[config.mk]
export PLATFORM = sky130hd
export DESIGN_NAME = multicast_router
export DESIGN_NICKNAME = d
export VERILOG_FILES = /design/src/rtl/multicast_router.sv
export SDC_FILE = /design/constraint.sdc
export NUM_CORES = 1
export LEC_CHECK = 0
export BUFFER_PORTS_ARGS = -buffer_cell sky130_fd_sc_hd__buf_2
export CAP_MARGIN = 20
export CORE_AREA = 10 10 73 75
export DETAILED_ROUTE_END_ITERATION = 12
export DIE_AREA = 0 0 83 85
export HOLD_SLACK_MARGIN = 0.05
export PLACE_DENSITY_LB_ADDON = 0.3
export SYNTH_ARGS = -nofsm -noshare
export SYNTH_HDL_FRONTEND = slang
export SYNTH_SLANG_ARGS = --single-unit
[constraint.sdc]
create_clock -name clk_i -period 2.7 [get_ports clk_i]
set_clock_uncertainty 0.05 [all_clocks]
set_input_delay 0.135 -clock clk_i [delete_from_list [all_inputs] [get_ports clk_i]]
set_output_delay 0.135 -clock clk_i [all_outputs]
set_load 0.05 [all_outputs]
[src/rtl/multicast_router.sv]
// multicast_router: a one-entry buffer that delivers each accepted item to
// every output selected by an address plus a per-bit don't-care mask.
// Each destination handshakes on its own. The item is released once the
// last selected destination has taken it.
module multicast_router #(
    parameter int DATA_W = 8,
    parameter int ADDR_W = 4,
    parameter int CNT_W  = 16
) (
    input  logic                     clk_i,
    input  logic                     rst_i,
    input  logic                     in_valid_i,
    output logic                     in_ready_o,
    input  logic [DATA_W-1:0]        in_data_i,
    input  logic [ADDR_W-1:0]        in_addr_i,
    input  logic [ADDR_W-1:0]        in_mask_i,
    output logic [(2**ADDR_W)-1:0]   out_valid_o,
    input  logic [(2**ADDR_W)-1:0]   out_ready_i,
    output logic [DATA_W-1:0]        out_data_o,
    output logic                     busy_o,
    output logic [CNT_W-1:0]         done_cnt_o
);

    localparam int N = 2**ADDR_W;

    typedef enum logic {
        ST_IDLE = 1'b0,
        ST_HOLD = 1'b1
    } state_t;

    state_t              state_q, state_d;
    logic [N-1:0]        pending_q, pending_d;
    logic [DATA_W-1:0]   data_q, data_d;
    logic [CNT_W-1:0]    done_q, done_d;

    logic [N-1:0]        dest_s;
    logic [N-1:0]        remain_s;
    logic                in_ready_s;
    logic                accept_s;
    logic                complete_s;

    // Decode the destination set: output j matches when every unmasked address bit agrees.
    always_comb begin
        dest_s = {N{1'b0}};
        for (int j = 0; j < N; j++) begin
            if (((ADDR_W'(j) ^ in_addr_i) & ~in_mask_i) == {ADDR_W{1'b0}}) begin
                dest_s[j] = 1'b1;
            end else begin
                dest_s[j] = 1'b0;
            end
        end
    end

    // Next-state logic: delivery clears, completion counting, and accept of a new item.
    always_comb begin
        remain_s   = pending_q & ~out_ready_i;
        in_ready_s = (remain_s == {N{1'b0}});
        accept_s   = in_valid_i & in_ready_s;
        complete_s = (state_q == ST_HOLD) & in_ready_s;

        if (accept_s) begin
            pending_d = dest_s;
            data_d    = in_data_i;
        end else begin
            pending_d = remain_s;
            data_d    = data_q;
        end

        if (complete_s && (done_q != {CNT_W{1'b1}})) begin
            done_d = done_q + CNT_W'(1);
        end else begin
            done_d = done_q;
        end

        if (pending_d != {N{1'b0}}) begin
            state_d = ST_HOLD;
        end else begin
            state_d = ST_IDLE;
        end
    end

    // State registers: reset discards any held item without counting it.
    always_ff @(posedge clk_i) begin
        if (rst_i) begin
            state_q   <= ST_IDLE;
            pending_q <= {N{1'b0}};
            data_q    <= {DATA_W{1'b0}};
            done_q    <= {CNT_W{1'b0}};
        end else begin
            state_q   <= state_d;
            pending_q <= pending_d;
            data_q    <= data_d;
            done_q    <= done_d;
        end
    end

    // in_ready stays combinational so a completing item can be replaced in the same cycle.
    assign in_ready_o  = in_ready_s;
    assign out_valid_o = pending_q;
    assign out_data_o  = data_q;
    assign busy_o      = (state_q == ST_HOLD);
    assign done_cnt_o  = done_q;

endmodule
Word-level counts from Yosys, hierarchy flattened

Index checks and enable logic that the tools add are counted.

Memory bits (writable): 0
Latch bits: 0
Bits in read-only memories: 0
Output and inout bits: 42
Word-level logic and storage cells: 79
Memories kept: 0
Bits of input ports: 35
Flip-flop bits (word level): 41

$mul: 0
Eq/ne operators: 1
Add/sub/neg operators: 1
Div/mod/pow operators: 0
Shift-type cells: 0
Order comparisons: 0
Reductions and logical operators: 19
Mux-type cells: 18
Bitwise operators: 36

Operators with widths:

| kind                    | count |
|---|---|
| $and A4 B4 Y4           | 16 |
| $logic_not A4 Y1        | 16 |
| $mux W1                 | 17 |
| $add A16 B1 Y16 const B | 1 |
| $and A16 B16 Y16        | 1 |
| $logic_not A16 Y1       | 1 |
| $mux W16                | 1 |
| $ne A16 B16 Y1 const B  | 1 |
| $not A16 Y16            | 1 |
| $reduce_bool A16 Y1     | 1 |
| $not A2 Y2              | 6 |
| $not A3 Y3              | 4 |
| $not A4 Y4              | 2 |
| $not A1 Y1              | 4 |
| $and A1 B1 Y1           | 2 |
| $logic_and A1 B1 Y1     | 1 |

Longest topological paths before layout

Gate-level depths: netlist of run 1.

Depth after elaboration: 7
Gate-level depth with buffers: 8

Worst setup path after synthesis of run 1

No wires, ideal clock.

Path kind: flip-flop to flip-flop
Start point: reg pending_q[8] (netlist: out_valid_o[8])
End point: reg done_q[1] (netlist: done_cnt_o[1])
Cell stages (with the launch flop): 8
Setup time: 132 ps
Path slack: 588 ps
Path buffers: 0
Arrival time: 1930 ps
Clock period less this slack: 2112 ps
Cells stage by stage: dfxtp_1 nand2b_1 nand4_1 and4bb_4 nand3_4 clkinv_1 o2111ai_1 a21oi_1

Cells in the longest elaborated chain, start to end: 4

RTL lines:

| what                     | RTL line | RTL |
|---|---|---|
| start: declaration       | 32       | `logic [N-1:0] pending_q, pending_d;` |
| start signal: assignment | 86       | `pending_q <= {N{1'b0}};` |
| start signal: assignment | 91       | `pending_q <= pending_d;` |
| $and A16 B16 Y16         | 56       | `remain_s = pending_q & ~out_ready_i;` |
| $logic_not A16 Y1        | 57       | `in_ready_s = (remain_s == {N{1'b0}});` |
| named net in_ready_o     | 13       | `output logic in_ready_o,` |
| $and A1 B1 Y1            | 59       | `complete_s = (state_q == ST_HOLD) & in_ready_s;` |
| $logic_and A1 B1 Y1      | 69       | `if (complete_s && (done_q != {CNT_W{1'b1}})) begin` |
| end signal: assignment   | 88       | `done_q <= {CNT_W{1'b0}};` |
| end signal: assignment   | 93       | `done_q <= done_d;` |
| end: declaration         | 34       | `logic [CNT_W-1:0] done_q, done_d;` |

The timed path passes the listed nets, and every way through them passes these cells.
A chain may end at the register's enable or synchronous reset.

Worst setup path in the final report of run 1

Start point: reg done_q[0] (netlist: done_cnt_o[0])
End point: reg done_q[10] (netlist: done_cnt_o[10])

Cells in the longest elaborated chain, start to end: 2
Elaborated cells between the ends (all ways): 3

RTL lines:

| what |
|---|
| branches (longest 2 deep; another with $add A16 B1 Y16) |

Parallel ways; which one is timed is not known.

==> results.py, run 1 <==
metrics = {
    "finish": {
        "layout.cells.most_common_list": "sky130_fd_sc_hd__buf_2 (76), sky130_fd_sc_hd__a21oi_1 (41), sky130_fd_sc_hd__dfxtp_1 (41), sky130_fd_sc_hd__nand2_1 (25), sky130_fd_sc_hd__nand3_1 (24)",
        "postLayoutCoreUtil_pct": 65.0,
        "post_layout_nonfiller_instances": 377,
        "final.fill_count": 357,
        "layout-area-overhead-vs-synth_pct": 30.9,
        "final_nets": 362,
        "most_common_cell_after_layout_fill_and_taps_aside": "sky130_fd_sc_hd__buf_2",
        "share_of_cells_above_drive_strength_1_pct": 29.4,
        "antennaDiodeCount": 0,
    },
    "worst_setup_path": {
        "cp_data_required_time_ps": 2880,
        "worstReg2RegStart": "done_cnt_o[0]",
        "critical_path.endpoint_type": "flip-flop",
        "critPathMaxFanout": 11,
        "timing.critical_path.mode_cell": "sky130_fd_sc_hd__nand3_1",
        "critical_path.cell_chain": "ha_1 > nand3_1 > nor4_1 > nor4b_1 > nand3_1 > or3_1 > a21oi_1",
        "end_of_the_worst_register_to_register_path": "done_cnt_o[10]",
        "first_element_of_the_critical_path": "done_cnt_o[0]",
        "path_class": "flip-flop to flip-flop",
        "worstRegToRegCells": 7,
        "worst-r2r-setup-slack_ps": 640,
        "critical_path.slowest_cell": "sky130_fd_sc_hd__or3_1",
        "worstSetupStartpointType": "flip-flop",
        "arrival_ps": 2240,
        "cpPeakStageDelay_ps": 420,
    },
    "run_status": {
        "result_of_the_run": "complete, no violations",
    },
    "power_and_ir_drop": {
        "vdd_ir_drop_max_v": 0.000332,
        "power.static_leakage_nw": 1.08,
        "cellPowerDensity_mw_per_mm2": 638,
    },
    "timing": {
        "layout_min_cycle_time_ps": 2060,
        "worst_pin_slew_ps": 801,
        "timing_max_transition_violations_final": 0,
        "finalSetupTns_ps": 0,
        "fmaxAchievable_ghz": 0.485,
        "final_critical_path_setup_slack_ps": 640,
        "grt_setup_unrepaired": "false",
        "max_slew_margin_pct": 46.5,
        "final_min_period_over_clock_period_pct": 76.3,
        "finalHoldViolCount": 0,
        "finalSetupViolCount": 0,
        "hold_ws_ps": 65.7,
    },
    "place": {
        "numPortBuffers": 76,
        "place_worst_setup_slack_ps": 676,
        "detailedPlacementHpwl_um": 4110,
        "place.detailed.instances": 361,
        "gpl.final_weighted_congestion": 0.889,
    },
    "floorplanning": {
        "placement_rows": 23,
        "die_area_mm2": 0.00706,
        "dieWidth_um": 83,
        "count_of_boundary_i_o_pins": 77,
        "floorplan.initialDensity_pct": 49.7,
        "die-height_um": 85,
        "floorplan.core_area_mm2": 0.00391,
    },
    "drt": {
        "finalWirelength_um": 5470,
        "dr.first_iter.drc_count": 127,
        "vias": 2035,
        "dr_wl_met2_um": 2460,
        "first_pass_detailed_route_iteration_total": 4,
        "drc_errors": 0,
        "vias_per_cell": 5.40,
        "routed.top_layer": "met4",
        "ant_nets": 0,
        "route.layer.met1.wl_um": 2560,
        "routed-wl-met3_um": 374,
        "drt-wirelength-per-cell_um": 14.5,
    },
    "clock_network": {
        "clock-sinks": 41,
        "ctsRootBufferMaster": "sky130_fd_sc_hd__clkbuf_8",
        "tritoncts.num_buffers": 5,
        "clock_path_buffers": 2,
        "cts.hold.buffers_added": 8,
        "htreeDepth": 2,
        "cts-resized-gates": 0,
        "worst_skew_pair_later_pin_latency_ps": 300,
        "postCtsSetupBuffers": 0,
        "tritoncts": "built",
        "clk_pin_slew_ps": 80,
    },
    "yosys": {
        "synth_async_sr_flop_share_pct": 0,
        "synth_enable_flop_cells": 0,
        "post_synth_instance_area_mm2": 0.00194,
        "dominantRegCellSynth": "sky130_fd_sc_hd__dfxtp_1",
        "synth.avg_cell_area_um2": 8.00,
        "mappedNetlistNets": 279,
        "post_synthesis_sequential_element_count": 41,
        "synth_sequential_area_ratio_pct": 42.2,
        "yosysWarningCount": 0,
        "synthesis.instances": 243,
        "synth.distinct_cells": 39,
    },
    "global_routing": {
        "grt_pass1_vias": 1904,
        "gr-total-overflow": 0,
        "grt_first_pass_wirelength_um": 8910,
        "antenna_found_initial": 0,
        "grt_max_degree": 42,
        "grt_util_all_layers_pct": 14.8,
    },
    "job": {
        "cap_viol_max_count": 0,
    },
    "hold_path": {
        "timing.hold.worst.class": "input pin to flip-flop",
        "worst_hold_path.num_cells": 3,
        "hp-start": "out_ready_i[1]",
        "min_delay_worst_endpoint": "out_valid_o[1]",
    },
}
## critical path: cells and delay by family (launching register included)
family                   cells  cell delay, ps
AO/OA/AOI/OAI                1             130
flip-flops                   1             350
AND/OR/NAND/NOR              5            1230
adder cells (fa/ha/maj)      1             240
## how the worst max path moves through the flow
stage | to | cells after the start | slack, ps
after floorplan | done_cnt_o[1] | 7 | 590
after global placement | done_cnt_o[10] | 7 | 730
after detailed placement | done_cnt_o[10] | 7 | 680
after CTS | done_cnt_o[10] | 7 | 640
after global routing | done_cnt_o[13] | 7 | 450
final | done_cnt_o[10] | 7 | 640
## registers in the layout (all words and copies together) (netlist names)
name	cells
done_cnt_o	16
busy_o	1
out_data_o	8
out_valid_o	16
## report_power, final
group          switching [mW]  internal, mW  total, mW
combinational           0.323         0.128      0.451
clock                   0.209         0.301      0.510
sequential             0.0218         0.642      0.664
total                   0.553          1.07       1.62
## Yosys cell counts, types with 3 or more instances
master / count / area share, %
sky130_fd_sc_hd__a21oi_1: 41 / 11
sky130_fd_sc_hd__clkbuf_1: 4 / 0.77
sky130_fd_sc_hd__dfxtp_1: 41 / 42
sky130_fd_sc_hd__inv_1: 5 / 0.97
sky130_fd_sc_hd__nand2_1: 25 / 4.8
sky130_fd_sc_hd__nand2b_1: 13 / 4.2
sky130_fd_sc_hd__nand3_1: 24 / 6.2
sky130_fd_sc_hd__nand4_1: 9 / 2.9
sky130_fd_sc_hd__nor2_1: 17 / 3.3
sky130_fd_sc_hd__nor2b_1: 4 / 1.3
sky130_fd_sc_hd__o21ai_0: 14 / 3.6
sky130_fd_sc_hd__or2_2: 3 / 0.97
sky130_fd_sc_hd__or3_1: 10 / 3.2
## logic make-up after synthesis
group,count (synthesis),synth area share (%)
AOI/OAI and AO/OA,63,17.2
xor gates and xnor gates,3,1.35
adders and majority gates,1,0.643
buffers and inverters,14,3.15
DFF,41,42.2
and+or+nand+nor,121,35.5
## metal layers
layer,vias to the layer above,global-route usage (%)
met1,916,18.3
li1,1041,-
met5,-,0
met4,0,6.50
met3,6,4.21
met2,72,23.5
## final cells by class
type,count,area [µm²],share of cell area [%]
multi-input cells,188,1060,41.7
flip-flops and latches,41,821,32.3
repair buffers,84,460,18.1
clock buffers,7,86.3,3.39
well taps,50,62.6,2.46
clock inverters,1,30.0,1.18
inverters,6,22.5,0.885
## stage by stage
step | instance area [µm²] | power (mW)
2_1_floorplan | 1940 | 1.01
3_3_place_gp | 2350 | 1.12
3_5_place_dp | 2350 | 1.12
6_report | 2540 | 1.62
5_1_grt | 2540 | 1.69
4_1_cts | 2540 | 1.64
Note: power is estimated with default switching activity, not from simulation.
==> inputs of run 2 (changes only) <==
Settings changed: CORE_AREA 10 10 73 75 to 10 10 79 81, DIE_AREA 0 0 83 85 to 0 0 89 91.
Clock period 2.7 ns to 1.8 ns, I/O delays scaled along.
==> results.py, run 2 (synthesis gave the netlist of run 1 again) <==
metrics = {
    "drt": {
        "vias_per_cell": 5.24,
        "ant_nets": 0,
        "vias": 2186,
        "drt-wirelength-per-cell_um": 15.3,
        "finalWirelength_um": 6370,
        "first_pass_detailed_route_iteration_total": 4,
        "dr.first_iter.drc_count": 86,
        "drc_errors": 0,
    },
    "floorplanning": {
        "floorplan.initialDensity_pct": 41.7,
        "placement_rows": 25,
        "floorplan.core_area_mm2": 0.00466,
        "die-height_um": 91,
        "dieWidth_um": 89,
        "count_of_boundary_i_o_pins": 77,
        "die_area_mm2": 0.00810,
    },
    "clock_network": {
        "tritoncts.num_buffers": 5,
        "clock_path_buffers": 2,
        "tritoncts": "built",
        "htreeDepth": 2,
        "clk_pin_slew_ps": 90,
        "ctsRootBufferMaster": "sky130_fd_sc_hd__clkbuf_8",
        "clock-sinks": 41,
        "worst_skew_pair_later_pin_latency_ps": 300,
    },
    "timing": {
        "finalSetupViolCount": 0,
        "finalSetupTns_ps": 0,
        "final_critical_path_setup_slack_ps": 33.7,
        "max_slew_margin_pct": 46.1,
        "final_min_period_over_clock_period_pct": 98.1,
        "layout_min_cycle_time_ps": 1770,
        "finalHoldViolCount": 0,
        "worst_pin_slew_ps": 808,
        "timing_max_transition_violations_final": 0,
        "fmaxAchievable_ghz": 0.566,
        "grt_setup_unrepaired": "true",
        "hold_ws_ps": 70.0,
    },
    "worst_setup_path": {
        "worstReg2RegStart": "out_valid_o[15]",
        "worstSetupStartpointType": "flip-flop",
        "timing.critical_path.to": "in_ready_o",
        "path_class": "flip-flop to primary output",
        "critPathMaxFanout": 7,
        "worstRegToRegCells": 7,
        "critical_path.endpoint_type": "primary output",
        "first_element_of_the_critical_path": "out_valid_o[14]",
        "worst-r2r-setup-slack_ps": 30,
        "arrival_ps": 1630,
        "end_of_the_worst_register_to_register_path": "done_cnt_o[10]",
        "cp_data_required_time_ps": 1660,
    },
    "run_status": {
        "result_of_the_run": "complete, no violations",
    },
    "power_and_ir_drop": {
        "cellPowerDensity_mw_per_mm2": 857,
        "power.static_leakage_nw": 1.30,
        "vdd_ir_drop_max_v": 0.000509,
        "total_power_mw": 2.65,
    },
    "global_routing": {
        "grt_pass1_vias": 2171,
        "grt_max_degree": 42,
        "antenna_found_initial": 0,
        "grt_util_all_layers_pct": 15.7,
        "gr-total-overflow": 0,
        "grt_first_pass_wirelength_um": 10400,
    },
    "finish": {
        "final_area_mm2": 0.00310,
        "share_of_cells_above_drive_strength_1_pct": 46.8,
        "postLayoutCoreUtil_pct": 66.4,
        "most_common_cell_after_layout_fill_and_taps_aside": "sky130_fd_sc_hd__buf_2",
        "layout-area-overhead-vs-synth_pct": 59.2,
        "layout.cells.most_common_list": "sky130_fd_sc_hd__buf_2 (75), sky130_fd_sc_hd__a21oi_1 (37), sky130_fd_sc_hd__nand2_1 (24), sky130_fd_sc_hd__dfxtp_2 (21), sky130_fd_sc_hd__buf_4 (21)",
        "post_layout_nonfiller_instances": 417,
        "final_nets": 398,
        "antennaDiodeCount": 0,
    },
    "place": {
        "gpl.final_weighted_congestion": 0.834,
        "numPortBuffers": 76,
        "place_worst_setup_slack_ps": -83.9,
        "place.detailed.instances": 382,
        "detailedPlacementHpwl_um": 4420,
        "postPlaceCellArea_mm2": 0.00256,
    },
    "hold_path": {
        "timing.hold.worst.class": "input pin to flip-flop",
    },
    "job": {
        "cap_viol_max_count": 0,
    },
}
[run 2: changes by cell type in the layout (fill, tap and decap cells not counted), moves of 3 or more]
cell and delta:
sky130_fd_sc_hd__dlygate4sd3_1 +12, sky130_fd_sc_hd__dfxtp_4 +6, sky130_fd_sc_hd__or3_1 -4, sky130_fd_sc_hd__a21oi_1 -4
sky130_fd_sc_hd__a21oi_2 +4, sky130_fd_sc_hd__o21ai_0 -3, sky130_fd_sc_hd__or3_4 +4, sky130_fd_sc_hd__dfxtp_2 +21
sky130_fd_sc_hd__nand2b_4 +4, sky130_fd_sc_hd__buf_4 +21, sky130_fd_sc_hd__nand3_4 +3, sky130_fd_sc_hd__dfxtp_1 -27
sky130_fd_sc_hd__nand3_1 -4
[run 2: how the worst min path moves through the flow]
stage | start | end | depth (start not counted)
2_1_floorplan | in_data_i[0] | out_data_o[0] | 2
3_3_place_gp | in_data_i[6] | out_data_o[6] | 3
3_5_place_dp | in_data_i[7] | out_data_o[7] | 3
4_1_cts | out_ready_i[7] | out_valid_o[7] | 4
5_1_grt | out_ready_i[7] | out_valid_o[7] | 4
6_report | out_ready_i[7] | out_valid_o[7] | 4
[run 2: metal layers]
metal | up-vias | global-route usage [%] | part of all wire (%)
met5 | - | 0 | 0
met4 | 0 | 5.97 | 1.6
met3 | 11 | 5.81 | 7.9
met2 | 74 | 25.8 | 50
met1 | 988 | 17.9 | 40
li1 | 1113 | - | -
[run 2: timing repair]
item | CTS | global route
endpoints found under the hold margin | 20 | 0
setup endpoints to repair | 17 | 25
hold buffers | 20 | 0
cloned | 1 | 0
buffers inserted | 5 | 1
pin swaps | 8 | 15
resized for setup | 14 | 23
[run 2: area by class of cell]
class	instances	area, µm²
fill	373	1570
clock buffer	5	68.8
timing repair buffer	119	776
tap	54	67.6
clock inverter	3	46.3
multi-input combinational	189	1230
inverter	6	35.0
sequential	41	870
[run 2: power breakdown]
| group | internal, mW | switching, mW | leakage (nW) | total, mW |
|---|---|---|---|---|
| clock network | 0.415 | 0.348 | 0.0543 | 0.763 |
| logic | 0.327 | 0.558 | 0.896 | 0.885 |
| registers | 0.967 | 0.0367 | 0.348 | 1.00 |
| total | 1.71 | 0.943 | 1.30 | 2.65 |
[run 2: worst max-delay path: stages (launching register included)]
cell and delay, ps:
sky130_fd_sc_hd__dfxtp_4 360, sky130_fd_sc_hd__nand2b_4 60, sky130_fd_sc_hd__nand4_1 90, sky130_fd_sc_hd__and4bb_4 370
sky130_fd_sc_hd__nand3_4 110, sky130_fd_sc_hd__buf_6 150, sky130_fd_sc_hd__clkinv_8 50, sky130_fd_sc_hd__buf_12 120
==> inputs of run 3 (changes only) <==
Settings changed: ABC_AREA from default to 1, CELL_PAD_IN_SITES_DETAIL_PLACEMENT from default to 1, CELL_PAD_IN_SITES_GLOBAL_PLACEMENT from default to 1, CORE_AREA 10 10 79 81 to 2 2 88 90, DIE_AREA 0 0 89 91 to 0 0 90 92.
==> results.py, run 3 <==
metrics = {
    "run_status": {
        "result_of_the_run": "complete, no violations",
    },
    "yosys": {
        "dominantRegCellSynth": "sky130_fd_sc_hd__dfxtp_1",
        "synth_enable_flop_cells": 0,
        "yosys.area.top_type_share_pct": 38.7,
        "post_synth_instance_area_mm2": 0.00212,
        "synthTopCellsByCount": "sky130_fd_sc_hd__nand2_1 (76), sky130_fd_sc_hd__nor2_1 (60), sky130_fd_sc_hd__dfxtp_1 (41), sky130_fd_sc_hd__inv_1 (34), sky130_fd_sc_hd__a21oi_1 (26)",
        "synth_sequential_area_ratio_pct": 38.7,
        "synth.avg_cell_area_um2": 6.57,
        "synthDominantAreaCellType": "sky130_fd_sc_hd__dfxtp_1",
        "mappedNetlistNets": 359,
        "post_synthesis_sequential_element_count": 41,
        "post-synth-top-count-cell": "sky130_fd_sc_hd__nand2_1",
        "top_cells_by_area_in_the_synthesized_netlist": "sky130_fd_sc_hd__dfxtp_1 (39%), sky130_fd_sc_hd__nand2_1 (13%), sky130_fd_sc_hd__nor2_1 (11%)",
        "synthesis.instances": 323,
        "yosysWarningCount": 0,
        "synth_async_sr_flop_share_pct": 0,
        "synth.distinct_cells": 29,
    },
    "floorplanning": {
        "floorplan.core_area_mm2": 0.00745,
        "count_of_boundary_i_o_pins": 77,
        "floorplan.initialDensity_pct": 28.5,
        "die-height_um": 92,
        "dieWidth_um": 90,
        "placement_rows": 32,
        "die_area_mm2": 0.00828,
    },
    "global_routing": {
        "antenna_found_initial": 0,
        "gr-total-overflow": 0,
        "grt_first_pass_wirelength_um": 10800,
        "grt_max_degree": 25,
        "grt_util_all_layers_pct": 15.9,
        "grt_pass1_vias": 2299,
    },
    "worst_setup_path": {
        "cp.buffers_inverters": 2,
        "critical_path.endpoint_type": "primary output",
        "worstSetupStartpointType": "flip-flop",
        "critical_path.cell_chain": "nand2_1 > nand2_1 > nor2_1 > nand2_1 > nor2_4 > buf_4 > clkbuf_4",
        "arrival_ps": 1560,
        "timing.critical_path.mode_cell": "sky130_fd_sc_hd__nand2_1",
        "cp_data_required_time_ps": 1660,
        "worstRegToRegCells": 13,
        "path_class": "flip-flop to primary output",
        "critical_path.slowest_cell": "sky130_fd_sc_hd__dfxtp_2",
        "critPathMaxFanout": 6,
        "critPathTopFamily": "simple AND/OR/NAND/NOR gates",
        "cpPeakStageDelay_ps": 320,
        "timing.critical_path.depth": 7,
    },
    "drt": {
        "ant_nets": 0,
        "drc_errors": 0,
        "finalWirelength_um": 6650,
        "vias_per_cell": 4.51,
        "drt-wirelength-per-cell_um": 12.6,
        "vias": 2392,
        "first_pass_detailed_route_iteration_total": 4,
        "dr.first_iter.drc_count": 44,
    },
    "power_and_ir_drop": {
        "clock_power_share_pct": 26.2,
        "vdd_ir_drop_max_v": 0.000273,
        "total_power_mw": 2.82,
        "cellPowerDensity_mw_per_mm2": 917,
        "power.switching_mw": 1.07,
        "comb_power_share_pct": 36.9,
        "power.static_leakage_nw": 1.56,
        "seq_power_share_pct": 36.9,
        "power.share.switching_pct": 38.0,
        "internal_power_mw": 1.75,
    },
    "place": {
        "numPortBuffers": 76,
        "gpl.final_weighted_congestion": 0.790,
        "detailedPlacementHpwl_um": 5090,
        "place_worst_setup_slack_ps": -2.86,
        "postPlaceCellArea_mm2": 0.00269,
    },
    "finish": {
        "antennaDiodeCount": 0,
        "layout.cells.most_common_list": "sky130_fd_sc_hd__buf_2 (75), sky130_fd_sc_hd__nand2_1 (64), sky130_fd_sc_hd__nor2_1 (58), sky130_fd_sc_hd__inv_1 (34), sky130_fd_sc_hd__a21oi_1 (26)",
        "final_area_mm2": 0.00307,
        "share_of_cells_above_drive_strength_1_pct": 37.9,
        "most_common_cell_after_layout_fill_and_taps_aside": "sky130_fd_sc_hd__buf_2",
        "final_nets": 463,
        "layout-area-overhead-vs-synth_pct": 44.7,
    },
    "timing": {
        "timing_max_transition_violations_final": 0,
        "finalSetupViolCount": 0,
        "fmaxAchievable_ghz": 0.588,
        "final_critical_path_setup_slack_ps": 100,
        "max_slew_margin_pct": 67.7,
        "finalSetupTns_ps": 0,
        "grt_setup_unrepaired": "true",
        "final_min_period_over_clock_period_pct": 94.4,
        "layout_min_cycle_time_ps": 1700,
        "worst_pin_slew_ps": 485,
        "hold_ws_ps": 30.1,
        "finalHoldViolCount": 0,
    },
    "clock_network": {
        "clock_path_buffers": 2,
        "worst_skew_pair_later_pin_latency_ps": 290,
        "ctsRootBufferMaster": "sky130_fd_sc_hd__clkbuf_8",
        "clock-sinks": 41,
        "tritoncts": "built",
        "htreeDepth": 2,
        "tritoncts.num_buffers": 5,
        "clk_pin_slew_ps": 80,
    },
    "job": {
        "cap_viol_max_count": 0,
    },
    "hold_path": {
        "worst_hold_path.num_cells": 4,
        "timing.hold.worst.class": "input pin to flip-flop",
    },
}
## run 3: path summary, 6_finish.rpt
kind / from / endpoint / slack, ps
worst min-delay path: out_ready_i[6] / out_valid_o[6] / 30
worst max-delay path: out_valid_o[12] / in_ready_o / 100
worst min register to register: done_cnt_o[4] / done_cnt_o[4] / 420
worst max register to register: out_valid_o[12] / busy_o / 120
## run 3: cell type report
type | instances | area (µm²)
Inverter | 39 | 149
Sequential cell | 41 | 858
Multi-Input combinational cell | 234 | 1180
Tap cell | 102 | 128
Fill cell | 1010 | 4380
Timing Repair Buffer | 106 | 648
Clock inverter | 2 | 35.0
Clock buffer | 6 | 72.6
## run 3: power groups by stage
stage                     registers (mW)  logic, mW  clock network [mW]
after floorplan                     1.31      0.420                   0
after global placement              1.05      0.914                   0
after detailed placement            1.05      0.925                   0
after CTS                           1.03      0.983               0.768
after global routing                1.05       1.13               0.804
final                               1.04       1.04               0.736
## run 3: logic make-up (layout without fill, tap and decap cells)
group / after synthesis / in the layout / synth area share [%]
AO/OA/AOI/OAI: 51 / 51 / 12.9
XOR/XNOR: 6 / 6 / 2.48
adder cells (fa/ha/maj): 1 / 1 / 0.590
buffers and inverters: 48 / 153 / 9.44
flip-flops: 41 / 41 / 38.7
AND/OR/NAND/NOR: 176 / 176 / 35.9
## run 3: metrics by stage
step,utilization (%),cells
6_report,41.2,530
5_1_grt,41.2,530
4_1_cts,39.5,526
3_5_place_dp,36.2,503
3_3_place_gp,36.2,503
2_1_floorplan,-,323
## run 3: timing repair
item	CTS	global route
endpoints found under the setup margin	3	24
pin swaps	3	11
setup buffers	3	3
gates resized for setup	0	27
endpoints found under the hold margin	12	1
hold buffers	12	1
## run 3: routing by layer
layer  track usage [%]  share of wire [%]  vias to the layer above
met5                 0                  0                        -
met2              28.8                 52                       46
met3              2.79                3.5                        5
met1              19.6                 44                     1106
li1                  -                  -                     1235
met4              3.46               0.74                        0
## run 3: worst min-delay path, cell delays in order
cell                      delay, ps
sky130_fd_sc_hd__buf_2           70
sky130_fd_sc_hd__inv_1           40
sky130_fd_sc_hd__nand2_2         70
sky130_fd_sc_hd__a21oi_1         60
